`src/rtl/instr_mem_pkg.sv`:
```
// Shared definitions for the loadable instruction memory: opcode encodings,
// loader FSM state and the multiplication demo program image that is placed
// in the array when INSTR_MEM_DEMO_PROG_EN is defined.
package instr_mem_pkg;

    // Instruction format: [15:12] opcode, [11:8] rd, [7:4] rs, [3:0] rt/imm
    localparam logic [3:0] OP_ADD = 4'h5;
    localparam logic [3:0] OP_SUB = 4'h6;
    localparam logic [3:0] OP_LW  = 4'h8;
    localparam logic [3:0] OP_SW  = 4'h9;
    localparam logic [3:0] OP_BNE = 4'hC;
    localparam logic [3:0] OP_J   = 4'hF;

    typedef enum logic {
        ST_RUN  = 1'b0,
        ST_LOAD = 1'b1
    } state_t;

    // Multiplication demo: R1 = R2 * R3 by repeated addition, result stored
    // to data memory, read back and copied, then park in a jump loop.
    localparam logic [15:0] DEMO_W0  = {OP_SUB, 4'd0, 4'd0, 4'd0};  // sub r0,r0,r0
    localparam logic [15:0] DEMO_W1  = {OP_SUB, 4'd1, 4'd1, 4'd1};  // sub r1,r1,r1
    localparam logic [15:0] DEMO_W2  = {OP_LW,  4'd2, 4'd0, 4'd0};  // lw  r2,0(r0)
    localparam logic [15:0] DEMO_W3  = {OP_LW,  4'd3, 4'd0, 4'd1};  // lw  r3,1(r0)
    localparam logic [15:0] DEMO_W4  = {OP_LW,  4'd4, 4'd0, 4'd2};  // lw  r4,2(r0)
    localparam logic [15:0] DEMO_W5  = {OP_ADD, 4'd1, 4'd1, 4'd2};  // add r1,r1,r2
    localparam logic [15:0] DEMO_W6  = {OP_SUB, 4'd3, 4'd3, 4'd4};  // sub r3,r3,r4
    localparam logic [15:0] DEMO_W7  = {OP_BNE, 4'd3, 4'd0, 4'hD};  // bne r3,r0,-3
    localparam logic [15:0] DEMO_W8  = {OP_SW,  4'd1, 4'd0, 4'd3};  // sw  r1,3(r0)
    localparam logic [15:0] DEMO_W9  = {OP_LW,  4'd5, 4'd0, 4'd3};  // lw  r5,3(r0)
    localparam logic [15:0] DEMO_W10 = {OP_SW,  4'd5, 4'd0, 4'd4};  // sw  r5,4(r0)
    localparam logic [15:0] DEMO_W11 = {OP_J,   12'd31};            // j 31
    localparam logic [15:0] DEMO_W31 = {OP_J,   12'd0};             // j 0

endpackage

```
`src/rtl/instr_ram.sv`:
```
// Simple dual-port instruction array: synchronous write port for the loader,
// synchronous read port for fetch. rdata is cleared by rst so the fetch
// output starts at zero. Contents at configuration depend on the macro
// INSTR_MEM_DEMO_PROG_EN (demo program) or are all zero otherwise; the
// array itself is never cleared by reset.
module instr_ram
    import instr_mem_pkg::*;
#(
    parameter int DATA_W = 16,
    parameter int ADDR_W = 5
) (
    input  logic              clk,
    input  logic              rst,
    input  logic              we,
    input  logic [ADDR_W-1:0] waddr,
    input  logic [DATA_W-1:0] wdata,
    input  logic              re,
    input  logic [ADDR_W-1:0] raddr,
    output logic [DATA_W-1:0] rdata
);

    localparam int DEPTH = 2 ** ADDR_W;

`ifdef INSTR_MEM_DEMO_PROG_EN
    logic [DATA_W-1:0] mem [DEPTH] = '{
        0:  DATA_W'(DEMO_W0),
        1:  DATA_W'(DEMO_W1),
        2:  DATA_W'(DEMO_W2),
        3:  DATA_W'(DEMO_W3),
        4:  DATA_W'(DEMO_W4),
        5:  DATA_W'(DEMO_W5),
        6:  DATA_W'(DEMO_W6),
        7:  DATA_W'(DEMO_W7),
        8:  DATA_W'(DEMO_W8),
        9:  DATA_W'(DEMO_W9),
        10: DATA_W'(DEMO_W10),
        11: DATA_W'(DEMO_W11),
        31: DATA_W'(DEMO_W31),
        default: '0
    };
`else
    logic [DATA_W-1:0] mem [DEPTH] = '{default: '0};
`endif

    // Loader write port
    always_ff @(posedge clk) begin
        if (we) begin
            mem[waddr] <= wdata;
        end
    end

    // Fetch read port; holds its value when no read is requested
    always_ff @(posedge clk) begin
        if (rst) begin
            rdata <= '0;
        end else if (re) begin
            rdata <= mem[raddr];
        end
    end

endmodule

```
`src/rtl/instr_mem_loadable.sv`:
```
// Instruction memory with an in-system program loader. RUN serves fetches
// with one cycle of latency; LOAD accepts a valid/ready stream of words
// written from address 0 upward and finishes on load_last or at the top
// address. Optional configuration macro: INSTR_MEM_DEMO_PROG_EN.
module instr_mem_loadable
    import instr_mem_pkg::*;
#(
    parameter int DATA_W = 16,
    parameter int ADDR_W = 5
) (
    input  logic              clk,
    input  logic              rst,
    input  logic [ADDR_W-1:0] pc,
    input  logic              fetch_en,
    output logic [DATA_W-1:0] instruction,
    output logic              instr_valid,
    output logic              busy,
    input  logic              load_start,
    input  logic              load_valid,
    input  logic [DATA_W-1:0] load_data,
    input  logic              load_last,
    output logic              load_ready,
    output logic              load_done
);

    localparam logic [ADDR_W-1:0] WPTR_MAX = '1;

    state_t            state;
    logic [ADDR_W-1:0] wptr;
    logic              beat;
    logic              rd_en;

    // A load beat needs the registered ready; reset in the same cycle wins.
    assign beat  = load_valid && load_ready && !rst;
    // load_start takes priority over a fetch in the same cycle.
    assign rd_en = fetch_en && (state == ST_RUN) && !load_start;

    instr_ram #(
        .DATA_W(DATA_W),
        .ADDR_W(ADDR_W)
    ) u_ram (
        .clk   (clk),
        .rst   (rst),
        .we    (beat),
        .waddr (wptr),
        .wdata (load_data),
        .re    (rd_en),
        .raddr (pc),
        .rdata (instruction)
    );

    // Loader FSM with registered handshake, status and fetch-valid outputs
    always_ff @(posedge clk) begin
        if (rst) begin
            state       <= ST_RUN;
            wptr        <= '0;
            busy        <= 1'b0;
            load_ready  <= 1'b0;
            load_done   <= 1'b0;
            instr_valid <= 1'b0;
        end else begin
            load_done <= 1'b0;
            case (state)
                ST_RUN: begin
                    if (load_start) begin
                        state       <= ST_LOAD;
                        wptr        <= '0;
                        busy        <= 1'b1;
                        load_ready  <= 1'b1;
                        instr_valid <= 1'b0;
                    end else begin
                        instr_valid <= fetch_en;
                    end
                end
                ST_LOAD: begin
                    instr_valid <= 1'b0;
                    if (beat) begin
                        if (load_last || (wptr == WPTR_MAX)) begin
                            state      <= ST_RUN;
                            busy       <= 1'b0;
                            load_ready <= 1'b0;
                            load_done  <= 1'b1;
                        end
                        // Pointer saturates at the top address instead of wrapping
                        if (wptr != WPTR_MAX) begin
                            wptr <= wptr + 1'b1;
                        end
                    end
                end
                default: begin
                    state <= ST_RUN;
                end
            endcase
        end
    end

endmodule
```
`config.mk`:
```
export PLATFORM = sky130hd
export DESIGN_NAME = instr_mem_loadable
export DESIGN_NICKNAME = d
export VERILOG_FILES = /design/src/rtl/instr_mem_pkg.sv /design/src/rtl/instr_ram.sv /design/src/rtl/instr_mem_loadable.sv
export SDC_FILE = /design/constraint.sdc
export NUM_CORES = 1
export LEC_CHECK = 0
export ABC_AREA = 1
export CORE_MARGIN = 2
export CORE_UTILIZATION = 25
export CTS_CLUSTER_SIZE = 12
export DETAILED_ROUTE_END_ITERATION = 16
export PLACE_DENSITY = 0.41
export SYNTH_ARGS = -nofsm -noshare
export SYNTH_HDL_FRONTEND = slang
export SYNTH_SLANG_ARGS = --single-unit
```
`constraint.sdc`:
```
create_clock -name clk -period 2.6 [get_ports clk]
set_input_delay 0.52 -clock clk [delete_from_list [all_inputs] [get_ports clk]]
set_output_delay 0.52 -clock clk [all_outputs]
set_load 0.02 [all_outputs]
```
==> flow_summary_export.csv <==
group,metric,value,unit
placed_design,dp_hpwl,40.9,mm
layout,finalNetCount,1962,
sta,maxSlewHeadroom,60.6,%
clocking,post_cts.repair.setup_buffers,0,
critical_path,crit_type,"flop to output pin",
layout,final_cell_mix,"667 x nand2_1, 512 x edfxtp_1, 428 x nand3_1",
critical_path,crit_buf_inv,1,
die,die_x,300,µm
pwr,power.internal,14.3,mW
detailed_routing,drt_iter0_markers,1291,
die,num_rows,108,
global_routing,antenna_found_initial,5,
flow_run,maxCapViolCount,0,
synthesis,synth_top_area_share,70.3,%
critical_path,cp_slowest_cell,"clkdlybuf4s50_1",
pwr,p_per_area,712,nW/µm²
critical_path,critPathMaxFanout,2,
synthesis,yosysWarnings,0,
critical_path,path_depth,1,
critical_path,crit_chain,"clkdlybuf4s50_1",
pwr,p_sw,4.29,mW
clocking,htree_levels,2,
sta,report.final.slew_viol_count,0,
min_path,hold_path_class,"input pin to flop",
placed_design,port_buffers,46,
layout,fin_util,30.1,%
detailed_routing,antenna_left,0,
global_routing,grt-ovfl-total,0,
sta,rsz0062_at_grt,"no",
sta,finalClockSkew,0.0212,ns
sta,setup-violations-final,0,
global_routing,grt_max_degree,71,
layout,fin_cells,3133,
synthesis,ys_ff_latch,537,
global_routing,gr-usage-all-layers,14.8,%
layout,layout_commonest_cell,"nand2_1",
clocking,cts-root-buf,"clkbuf_16",
clocking,cts_resized,0,
clocking,clock_insertion_delay_worst_skew,0.62,ns
clocking,cts_sinks,537,
layout,drive_gt1_share,10.3,%
sta,clock.fmax,435,MHz
clocking,cts-hold-fix-buffers,0,
clocking,numCtsBuffers,60,
layout,regArea,15900,µm²
layout,multi_input_area,5170,µm²
global_routing,use_met3,1.86,%
synthesis,ys_seq_area_share,72.5,%
die,core_area,86800,µm²
layout,fill_cells,8894,
synthesis,syn_area_per_cell,11.8,µm²
critical_path,end_kind,"output pin",
clocking,cts_tree,"yes",
global_routing,grt_pass1_wl,96.7,mm
die,die_area,89900,µm²
critical_path,rr_worst_depth,9,
detailed_routing,drc,0,
pwr,pwr-share-seq,51.2,%
outcome,outcome,"finished clean",
pwr,pwr-share-comb,6.9,%
synthesis,synth_area_leaders,"edfxtp_1 70%, nand2_1 11%, nand3_1 9.8%",
pwr,total_power,18.6,mW
die,initial_utilization,25.2,%
die,die-height,300,µm
global_routing,grt_util_met2,23.3,%
pwr,pwr-share-clk,41.9,%
synthesis,synth_area_leader_cell,"edfxtp_1",
synthesis,postSynthCellCount,1849,
sta,min_period,2.30,ns
detailed_routing,vias,14000,
synthesis,yosys.cell_types.count,23,
layout,diodes,0,
clocking,clk_pin_slew_worst_paths,0.06,ns
pwr,ir_drop,0.000454,V
sta,finalHoldViolCount,0,
clocking,cts_buffer_depth,3,
sta,tightest_slew,0.590,ns
sta,period_share,88.4,%
detailed_routing,avgViaCountPerCell,4.47,
critical_path,critPathArrivalTime,1.78,ns
global_routing,grt_pass1_vias,14000,
detailed_routing,avgRoutedWirePerCell,21.5,µm
placed_design,placed_cells,3023,
global_routing,grtUsageMet1,21.7,%
detailed_routing,firstDrtPassIters,5,
pwr,p_sw_share,23.1,%
die,ios,47,
detailed_routing,drt_wl_total,67.3,mm
placed_design,gp_congestion,0.809,
min_path,min_delay_path_depth,3,
synthesis,synth_fp_nets,1881,
synthesis,syn_area,21900,µm²
global_routing,busiest_layer,"met2",
layout,areaGrowthSynthToFinish,19.4,%
critical_path,crit_family,"buffers and inverters",
sta,finalSetupTns,0,ns
critical_path,max_stage_delay,0.69,ns
critical_path,cp-start-kind,"flop",
pwr,power_leakage,9.16,nW
critical_path,cp.required,2.08,ns
synthesized netlist by cell type:
master,n
nor3_1,4
nand3_1,428
buf_1,6
inv_1,12
clkbuf_1,12
dfxtp_1,25
edfxtp_1,512
o21ai_0,17
inv_2,3
a21oi_2,14
buf_6,29
or2_2,1
buf_4,18
nand2_1,667
inv_6,1
buf_12,2
nand3b_1,1
nor2_1,38
ha_1,5
a211oi_1,2
buf_2,46
nor3b_2,1
a21oi_1,5
final timing paths:
kind | start | slack (ns) | to
min | load_last | 0.52 | load_done
max | u_ram.rdata[5] | 0.30 | instruction[5]
min reg2reg | wptr[1] | 0.53 | wptr[1]
max reg2reg | wptr[1] | 0.77 | wptr[3]
routing by layer:
| layer | vias up | share of wire, % |
|---|---|---|
| li1 | 6652 | - |
| met1 | 6946 | 48 |
| met2 | 337 | 45 |
| met3 | 75 | 4.4 |
| met4 | 0 | 2.0 |
| met5 | - | 0 |
power groups by stage:
| stage | logic (mW) | registers, mW | clock network (mW) |
|---|---|---|---|
| after CTS | 1.30 | 9.52 | 8.01 |
| after global routing | 1.40 | 9.52 | 8.30 |
| after floorplan | 0.638 | 9.71 | 0 |
| after global placement | 1.30 | 9.70 | 0 |
| final | 1.28 | 9.53 | 7.78 |
| after detailed placement | 1.30 | 9.70 | 0 |
cells by family after synthesis:
group                      share of synthesized area [%]
AOI/OAI and AO/OA                                   1.13
adders and majority gates                          0.286
buffers and inverters                               3.95
DFF                                                 72.5
and+or+nand+nor                                     22.1
sequential cells by signal, indices dropped and copies added, names as in the netlist:
signal	flops
instr_valid	1
load_done	1
u_ram.mem	512
state	1
wptr	5
load_ready	1
u_ram.rdata	16
stage by stage:
step                worst slack [ns]  area [µm²]  hold WS, ns
floorplan                      0.533       21900        0.483
global placement               0.269       24300        0.519
detailed placement             0.261       24300        0.522
CTS                            0.250       26100        0.484
global route                   0.237       26100        0.543
finish                         0.302       26100        0.522
area by class of cell:
type | instances | area share, %
inverter | 16 | 0.268
timing repair buffer | 132 | 6.71
multi-input combinational | 1183 | 19.8
sequential | 537 | 60.8
clock buffer | 75 | 6.16
tap | 1155 | 5.53
clock inverter | 35 | 0.747
Power figures use the tool's default switching activity.
